==> config.mk <==
export PLATFORM = sky130hd
export DESIGN_NAME = spike_encoder
export DESIGN_NICKNAME = d
export VERILOG_FILES = /design/src/rtl/spike_encoder.sv
export SDC_FILE = /design/constraint.sdc
export NUM_CORES = 1
export LEC_CHECK = 0
export BUFFER_PORTS_ARGS = -buffer_cell sky130_fd_sc_hd__buf_2
export CORE_ASPECT_RATIO = 1.4
export CORE_UTILIZATION = 35
export CTS_CLUSTER_SIZE = 8
export DETAILED_ROUTE_END_ITERATION = 16
export GPL_ROUTABILITY_DRIVEN = 0
export GPL_TIMING_DRIVEN = 0
export PLACE_DENSITY = 0.52
export SLEW_MARGIN = 5
export SYNTH_ARGS = -nofsm -noshare
export SYNTH_HDL_FRONTEND = slang
export SYNTH_SLANG_ARGS = --single-unit
==> constraint.sdc <==
create_clock -name clk -period 3.1 [get_ports clk]
set_input_delay 0.62 -clock clk [delete_from_list [all_inputs] [get_ports clk]]
set_output_delay 0.62 -clock clk [all_outputs]
set_load 0.02 [all_outputs]
==> src/rtl/spike_encoder.sv <==
// -----------------------------------------------------------------------------
// spike_encoder
//
// Rate-codes eight 8-bit channel intensities into spike trains for a
// neuron array.  A frame has three phases:
//   LOAD : eight intensities are accepted over a valid/ready handshake
//          (channel 0 first).  learn_en is captured with the eighth transfer.
//   RUN  : FRAME_LEN cycles.  Each channel adds its intensity to an 8-bit
//          phase accumulator every cycle, and the carry out is that
//          channel's spike.  Over a frame this yields
//          floor(FRAME_LEN*intensity/256) spikes.
//   DONE : one cycle with frame_done high, then back to LOAD.
//
// Ports
//   clk        : clock, rising edge
//   reset      : synchronous reset, active low
//   in_data    : unsigned channel intensity
//   in_valid   : in_data is valid
//   in_ready   : transfer accepted this cycle when in_valid is also high
//   learn_en   : learn request, sampled with the eighth transfer
//   spikes     : one spike bit per channel, bit i drives neuron input i
//   learn_out  : latched learn request, driven only during RUN
//   busy       : high in RUN and DONE
//   frame_done : one-cycle pulse in DONE
// -----------------------------------------------------------------------------
module spike_encoder #(
    parameter int FRAME_LEN = 256
) (
    input  logic       clk,
    input  logic       reset,
    input  logic [7:0] in_data,
    input  logic       in_valid,
    output logic       in_ready,
    input  logic       learn_en,
    output logic [0:7] spikes,
    output logic       learn_out,
    output logic       busy,
    output logic       frame_done
);

    typedef enum logic [1:0] {
        LOAD = 2'd0,
        RUN  = 2'd1,
        DONE = 2'd2
    } state_t;

    localparam logic [8:0] LAST_CYCLE = 9'(FRAME_LEN - 1);

    state_t     state;
    state_t     state_nxt;
    logic [2:0] load_idx;
    logic [7:0] intensity [8];
    logic [7:0] acc       [8];
    logic [8:0] sum       [8];
    logic [0:7] carry;
    logic [8:0] frame_cnt;
    logic       learn_latch;
    logic       accept;

    // 9-bit phase sums; the carry bit is the spike for this cycle.
    always_comb begin
        for (int i = 0; i < 8; i++) begin
            sum[i]   = {1'b0, acc[i]} + {1'b0, intensity[i]};
            carry[i] = sum[i][8];
        end
    end

    always_ff @(posedge clk) begin
        if (!reset) begin
            state <= LOAD;
        end else begin
            state <= state_nxt;
        end
    end

    always_comb begin
        state_nxt  = state;
        in_ready   = 1'b0;
        busy       = 1'b0;
        frame_done = 1'b0;
        spikes     = '0;
        learn_out  = 1'b0;
        accept     = 1'b0;
        case (state)
            LOAD: begin
                in_ready = 1'b1;
                accept   = in_valid;
                if (in_valid && load_idx == 3'd7) begin
                    state_nxt = RUN;
                end
            end
            RUN: begin
                busy      = 1'b1;
                spikes    = carry;
                learn_out = learn_latch;
                if (frame_cnt == LAST_CYCLE) begin
                    state_nxt = DONE;
                end
            end
            DONE: begin
                busy       = 1'b1;
                frame_done = 1'b1;
                state_nxt  = LOAD;
            end
            default: begin
                state_nxt = LOAD;
            end
        endcase
        // While reset is held the outputs show the idle LOAD view even if
        // the state register has not yet been cleared by a clock edge.
        if (!reset) begin
            in_ready   = 1'b1;
            busy       = 1'b0;
            frame_done = 1'b0;
            spikes     = '0;
            learn_out  = 1'b0;
            accept     = 1'b0;
        end
    end

    always_ff @(posedge clk) begin
        if (!reset) begin
            load_idx    <= 3'd0;
            frame_cnt   <= 9'd0;
            learn_latch <= 1'b0;
            for (int i = 0; i < 8; i++) begin
                intensity[i] <= 8'd0;
                acc[i]       <= 8'd0;
            end
        end else begin
            if (accept) begin
                intensity[load_idx] <= in_data;
                // The 3-bit index wraps to 0 after channel 7.
                load_idx <= load_idx + 3'd1;
                if (load_idx == 3'd7) begin
                    learn_latch <= learn_en;
                end
            end
            // Accumulators and counter are held at zero outside RUN so every
            // frame starts from phase 0.
            if (state == RUN) begin
                frame_cnt <= frame_cnt + 9'd1;
                for (int i = 0; i < 8; i++) begin
                    acc[i] <= sum[i][7:0];
                end
            end else begin
                frame_cnt <= 9'd0;
                for (int i = 0; i < 8; i++) begin
                    acc[i] <= 8'd0;
                end
            end
        end
    end

endmodule

* Word-level counts from Yosys, hierarchy flattened
Memories as Yosys holds them, arrays and structs flattened.
Cells that the tools add are included.
** Operators by class
- Bitwise logic cells :: 16
- Shifts and indexed selects :: 0
- Div/mod/pow operators :: 0
- Reductions and logical operators :: 7
- Mux-type cells :: 44
- $mul :: 0
- Equal/unequal tests :: 6
- Magnitude comparators :: 0
- Add/sub/neg operators :: 10
** Operators with widths (count)
- $mux W8 :: 19
- $add A8 B8 Y9 :: 8
- $mux W1 :: 21
- $or A1 B1 Y1 :: 16
- $add A9 B1 Y9 const B :: 1
- $eq A9 B8 Y1 const B :: 1
- $reduce_or A8 Y1 :: 1
- $reduce_and A2 Y1 :: 3
- $mux W2 :: 2
- $ne A2 B2 Y1 const B :: 2
- $pmux W2 S2 :: 1
- $add A3 B1 Y3 const B :: 1
- $eq A3 B3 Y1 const B :: 1
- $mux W3 :: 1
- $eq A2 B1 Y1 const B :: 1
- $eq A2 B2 Y1 const B :: 1
- $logic_not A2 Y1 :: 1
- $reduce_or A2 Y1 :: 1
- $logic_and A1 B1 Y1 :: 1
** Storage, ports and cells
- ROM bits :: 0
- Flip-flop bits (word level) :: 15
- Input port bits :: 12
- Bits in writable memories :: 128
- Output and inout port bits :: 12
- Logic and storage cells :: 89
- Memories kept :: 2
- Bits in latches :: 0
** Memories
- acc :: depth 8, bits a word 8, rd ports 8, clocked after Yosys merged registers in 0, wr ports 8, line 53 : logic [7:0] acc [8];
- intensity :: depth 8, bits a word 8, rd ports 8, clocked after Yosys merged registers in 0, wr ports 8, line 52 : logic [7:0] intensity [8];

* Logic depth before layout (Yosys ltp)
Gate-level depths: netlist (run 1).
- Word-level depth :: 8
- Mapped depth :: 8
- Gate-level depth less buffers :: 8

* Worst setup path after synthesis (run 1)
OpenSTA, ideal clock, no wires.
- Kind :: register to output
- Start :: memory intensity[4][0]
- End :: output spikes[4] in the netlist's numbering
- Data required time :: 2.480 ns
- Stages on the path, launching flop included :: 8
- Setup slack :: 0.776 ns
- Path buffers :: 0
- Data arrival time :: 1.704 ns
- Cells stage by stage :: edfxtp_1 -> ha_1 -> inv_1 -> fa_1 -> nor2b_4 -> o31a_1 -> o31a_1 -> o31a_1
** RTL lines
- start, declared :: line 52
- end, declared :: line 35 : output logic [0:7] spikes,

==> flow_metrics.env, run 1 <==
export IMPL_yosysMostFrequentCell="edfxtp_1"
export IMPL_yosysUniqueCellTypes=52
export IMPL_final_cells=1098
export IMPL_worstPathMaxFanout=3
export IMPL_slew_headroom_pct=14.6
export IMPL_grt_max_degree=20
export IMPL_die_w_um=129
export IMPL_vdd_drop_max_mv=0.326
export IMPL_seq_area_frac_synth_pct=48.1
export IMPL_crit_chain="ha_1, fa_2, a21oi_2, o21ai_0, o31ai_2, a21oi_1, buf_2"
export IMPL_path_clk_slew_ns=0.07
export IMPL_synth_area_leaders="edfxtp_1 36%, dfxtp_1 12%, ha_1 11%"
export IMPL_critPathTopFamily="compound AO/OA/AOI/OAI gates"
export IMPL_syn_to_final_growth_pct=14.5
export IMPL_yosys_area_top_type="edfxtp_1"
export IMPL_p_per_area_nw_per_um2=476
export IMPL_hold_path_class="input port to register"
export IMPL_rows=64
export IMPL_synth_edf_count=96
export IMPL_nets=880
export IMPL_postSynthCellCount=717
export IMPL_synthArstFlopShare_pct=0
export IMPL_synth_seq_cells=143
export IMPL_start_util_pct=36.0
export IMPL_setup_viol=0
export IMPL_ys_warn_count=0
export IMPL_setup_tns_ns=0
export IMPL_antenna_cells=0
export IMPL_cts_htree_levels=4
export IMPL_critPathArrivalTime_ns=2.37
export IMPL_cts_buffer_depth=2
export IMPL_drive_gt1_share_pct=9.86
export IMPL_drv_slew=0
export IMPL_holdWs_ns=0.442
export IMPL_core_um2=22100
export IMPL_antenna_left=0
export IMPL_critPathLaunchType="register"
export IMPL_max_clock_freq_mhz=334
export IMPL_crit_buf_inv=1
export IMPL_grt_pass1_wl_mm=29.9
export IMPL_io_buffers=23
export IMPL_synth_top_flop_cell="edfxtp_1"
export IMPL_status="finished clean"
export IMPL_utilization_pct=41.2
export IMPL_crit_slowest_cell="fa_2"
export IMPL_synth_top_cell_area_share_pct=36.2
export IMPL_die_height_um=180
export IMPL_critical_path_max_stage_delay_ns=0.37
export IMPL_placedCellCount=1068
export IMPL_clock_sinks=143
export IMPL_dieArea_um2=23300
export IMPL_worstSetupPathType="register to primary output"
export IMPL_dr_total_vias=5674
export IMPL_synth_common_cells="96 x edfxtp_1, 72 x ha_1, 68 x and2_1, 58 x nor2_1, 48 x o21ai_0"
export IMPL_grt_remaining_overflow=0
export IMPL_cts_root_buffer="clkbuf_16"
export IMPL_leakage_nw=3.63
export IMPL_track_usage_pct=17.1
export IMPL_syn_area_um2=7960
export IMPL_fin_crit_sh_pct=96.5
export IMPL_antenna_found_initial=0
export IMPL_clock_latency_ns=0.43
export IMPL_synth_avg_cell_area_um2=11.1
export IMPL_wl_per_cell_um=16.9
export IMPL_totalWireLength_mm=18.6
export IMPL_cts_buffers=17
export IMPL_place_hpwl_mm=13.4
export IMPL_drtIter0Drc=270
export IMPL_tightest_slew_ns=1.27
export IMPL_required_ns=2.48
export IMPL_skew_ns=0.00784
export IMPL_cp_end_kind="primary output"
export IMPL_grt_pass1_vias=5808
export IMPL_cts_tree="built"
export IMPL_drc=0
export IMPL_hold_viol=0
export IMPL_postCtsHoldBufs=0
export IMPL_firstDrtPassIters=4
export IMPL_drv_cap=0
export IMPL_ios=24
export IMPL_viasPerCell=5.17
export IMPL_period_minus_slack_ns=2.99
path summary, 6_finish.rpt:
path                          end  cells after the start  slack (ns)            start
setup / recovery        spikes[3]                      7        0.11  intensity[3][0]
hold reg to reg      frame_cnt[0]                      1        0.45     frame_cnt[0]
hold / removal        learn_latch                      3        0.44         learn_en
setup reg to reg  intensity[7][2]                      4        0.53         state[1]
through the flow:
stage / worst slack (ns) / power (W) / cell area [um2]
after floorplan: 0.776 / 0.00237 / 8070
after global placement: 0.343 / 0.00246 / 8560
after detailed placement: 0.272 / 0.00247 / 8560
after CTS: 0.0444 / 0.00438 / 9100
after global routing: -0.0503 / 0.00451 / 9110
final: 0.109 / 0.00434 / 9110
area by class of cell:
class | count | area, um2
Multi-Input combinational cell | 566 | 4100
Buffer | 13 | 70.1
Clock buffer | 20 | 458
Inverter | 24 | 90.1
Fill cell | 2169 | 13000
Clock inverter | 12 | 81.3
Timing Repair Buffer | 23 | 115
Sequential cell | 143 | 3820
Tap cell | 297 | 372
worst register-to-register path: cells and delay by family (launching register included):
family,cells,cell delay (ns)
buf+inv,1,0.12
simple gates,1,0.34
flops,1,0.31
fa+ha+maj,1,0.32
compound gates,1,1.09
metal layers:
layer / wire, um / share of wire, % / track usage (%)
met1: 7780 / 42 / 19.5
met2: 9740 / 52 / 30.6
met3: 512 / 2.8 / 3.24
met5: 0 / 0 / 0
met4: 521 / 2.8 / 7.49
layout by cell type (no fill, tap or decap), drive strengths merged, types with 16 or more instances in the layout:
| cell type | count |
|---|---|
| a211oi | 31 |
| and2 | 68 |
| and3 | 22 |
| buf | 32 |
| clkbuf | 24 |
| conb | 32 |
| dfxtp | 47 |
| edfxtp | 96 |
| ha | 72 |
| inv | 30 |
| nor2 | 58 |
| nor2b | 17 |
| o21ai | 48 |
| o21bai | 16 |
power breakdown:
group | switching [W] | internal (W) | total (W)
clock | 0.000835 | 0.00107 | 0.00191
combinational | 0.000197 | 0.000113 | 0.000310
sequential | 0.0000277 | 0.00209 | 0.00212
registers in the layout (all words and copies together) (netlist names):
signal and count:
state 2, frame_cnt 9, intensity 64, load_idx 3, learn_latch 1, acc 64
cell families after synthesis:
group / Yosys count / share of synthesized area (%)
simple gates: 246 / 17.9
compound gates: 192 / 16.7
flops: 143 / 48.1
fa+ha+maj: 80 / 13.3
buf+inv: 39 / 2.12
xor+xnor: 11 / 1.21
mux: 5 / 0.660
other cells: 1 / 0.0471
repair_timing:
item | in CTS | in global routing
pin swaps | 1 | 1
setup endpoints to repair | 8 | 4
gates resized for setup | 3 | 5
buffers inserted | 0 | 0
Power figures use the tool's default switching activity.
==> run 2: changes to the inputs <==
--- a/config.mk
+++ b/config.mk
@@ -5,14 +5,14 @@
 export SDC_FILE = /design/constraint.sdc
 export NUM_CORES = 1
 export LEC_CHECK = 0
-export BUFFER_PORTS_ARGS = -buffer_cell sky130_fd_sc_hd__buf_2
 export CORE_ASPECT_RATIO = 1.4
 export CORE_UTILIZATION = 35
 export CTS_CLUSTER_SIZE = 8
 export DETAILED_ROUTE_END_ITERATION = 16
+export DONT_BUFFER_PORTS = 1
 export GPL_ROUTABILITY_DRIVEN = 0
 export GPL_TIMING_DRIVEN = 0
-export PLACE_DENSITY = 0.52
+export PLACE_DENSITY = 0.51
 export SLEW_MARGIN = 5
 export SYNTH_ARGS = -nofsm -noshare
 export SYNTH_HDL_FRONTEND = slang
==> constraint.sdc (replaced) <==
create_clock -name clk -period 3.1 [get_ports clk]
set_input_delay 0.62 -clock clk [delete_from_list [all_inputs] [get_ports clk]]
set_output_delay 0.62 -clock clk [all_outputs]
set_load 0.01 [all_outputs]
==> flow_metrics.env, run 2 (synthesis gave the netlist of run 1 again) <==
export IMPL_power_switching_w=0.00103
export IMPL_drv_slew=0
export IMPL_start_util_pct=36.0
export IMPL_cts_setup_buffers=0
export IMPL_clock_latency_ns=0.42
export IMPL_clock_sinks=143
export IMPL_intPower_w=0.00349
export IMPL_drv_cap=0
export IMPL_rr_endpoint="intensity[6][6]"
export IMPL_grt_max_degree=17
export IMPL_setup_tns_ns=0
export IMPL_drive_gt1_share_pct=7.06
export IMPL_nets=858
export IMPL_status="finished clean"
export IMPL_cts_htree_levels=4
export IMPL_fin_crit_sh_pct=94.3
export IMPL_critPathLaunchType="register"
export IMPL_p_sw_share_pct=22.7
export IMPL_die_w_um=129
export IMPL_ios=24
export IMPL_worstPathMaxFanout=3
export IMPL_grt_remaining_overflow=0
export IMPL_drc=0
export IMPL_rr_startpoint="state[0]"
export IMPL_reg_largest_list="acc x64, intensity x64, frame_cnt x9"
export IMPL_firstDrtPassIters=5
export IMPL_utilization_pct=41.1
export IMPL_skew_ns=0.00959
export IMPL_vdd_drop_max_mv=0.325
export IMPL_pwr_share_seq_pct=47.0
export IMPL_hold_viol=0
export IMPL_p_per_area_nw_per_um2=497
export IMPL_totalWireLength_mm=18.9
export IMPL_worstSetupPathType="register to primary output"
export IMPL_leakage_nw=3.57
export IMPL_cts_buffers=17
export IMPL_viasPerCell=5.25
export IMPL_critPathArrivalTime_ns=2.30
export IMPL_placed_area_um2=8440
export IMPL_track_usage_pct=17.6
export IMPL_dr_total_vias=5648
export IMPL_path_clk_slew_ns=0.06
export IMPL_critPathCapture="spikes[2]"
export IMPL_grt_pass1_wl_mm=30.4
export IMPL_place_hpwl_mm=13.7
export IMPL_period_minus_slack_ns=2.92
export IMPL_grt_pass1_vias=5707
export IMPL_nFillCells=2156
export IMPL_crit_start="intensity[2][0]"
export IMPL_layout_commonest_cell="edfxtp_1"
export IMPL_antenna_cells=0
export IMPL_post_cts_resized=1
export IMPL_power_w=0.00452
export IMPL_tightest_slew_ns=1.24
export IMPL_dieArea_um2=23300
export IMPL_syn_to_final_growth_pct=14.1
export IMPL_postCtsHoldBufs=0
export IMPL_rows=64
export IMPL_combPwrFrac_pct=6.2
export IMPL_io_buffers=0
export IMPL_wl_per_cell_um=17.6
export IMPL_antenna_left=0
export IMPL_power_share_clock_pct=46.8
export IMPL_antenna_found_initial=0
export IMPL_rr_worst_depth=4
export IMPL_ff2ff_setup_slack_ns=0.53
export IMPL_cts_buffer_depth=2
export IMPL_slew_headroom_pct=16.3
export IMPL_core_um2=22100
export IMPL_max_clock_freq_mhz=342
export IMPL_die_height_um=180
export IMPL_final_area_um2=9080
export IMPL_cts_root_buffer="clkbuf_16"
export IMPL_rsz0062_at_grt="false"
export IMPL_cp_end_kind="primary output"
export IMPL_drtIter0Drc=212
export IMPL_layout_common_cells="96 x edfxtp_1, 71 x ha_1, 68 x and2_1"
export IMPL_required_ns=2.48
export IMPL_hold_path_class="input port to register"
export IMPL_setup_viol=0
export IMPL_cts_tree="built"
run 2: how the worst min path moves through the flow:
stage                             from           end  slack (ns)  cells after the start
final                         in_valid   load_idx[1]        0.37                      2
after global routing          in_valid   load_idx[1]        0.35                      2
after CTS                     in_valid   load_idx[1]        0.35                      2
after detailed placement  frame_cnt[0]  frame_cnt[0]        0.44                      1
after global placement    frame_cnt[0]  frame_cnt[0]        0.43                      1
after floorplan           frame_cnt[0]  frame_cnt[0]        0.41                      1
run 2: power groups by stage:
stage | Sequential [W] | Clock (W) | Combinational (W)
floorplan | 0.00215 | 0 | 0.000216
global placement | 0.00216 | 0 | 0.000266
detailed placement | 0.00216 | 0 | 0.000275
CTS | 0.00212 | 0.00216 | 0.000278
global route | 0.00213 | 0.00225 | 0.000316
finish | 0.00212 | 0.00212 | 0.000279
run 2: layout make-up:
type	instances	area [um2]	area share (%)
multi-input cells	566	4090	45.1
flip-flops and latches	143	3820	42.1
clock buffers	24	567	6.24
well taps	297	372	4.09
inverters	24	90.1	0.992
plain buffers	14	73.8	0.813
clock inverters	8	60.1	0.662
run 2: metrics by stage:
| step | instances | setup slack [ns] | hold WS [ns] |
|---|---|---|---|
| 6_report | 1076 | 0.176 | 0.366 |
| 5_1_grt | 1076 | 0.00692 | 0.352 |
| 4_1_cts | 1077 | 0.0172 | 0.347 |
| 3_5_place_dp | 1045 | 0.347 | 0.436 |
| 3_3_place_gp | 1045 | 0.383 | 0.426 |
| 2_1_floorplan | 748 | 0.820 | 0.413 |
run 2: critical path, cell delays in order, from the launching register on:
cell and delay [ns]:
edfxtp_1 0.37, ha_1 0.25, fa_1 0.46, a211oi_2 0.25
o21bai_1 0.13, o21ai_0 0.24, a21oi_1 0.18
run 2: metal layers:
metal | global-route usage (%) | share of wire [%] | up-vias | routed length (um)
met1 | 20.2 | 41 | 2764 | 7830
li1 | - | - | 2777 | -
met2 | 32.4 | 54 | 90 | 10300
met4 | 5.67 | 1.4 | 0 | 262
met5 | 0 | 0 | - | 0
met3 | 3.09 | 3.0 | 17 | 570
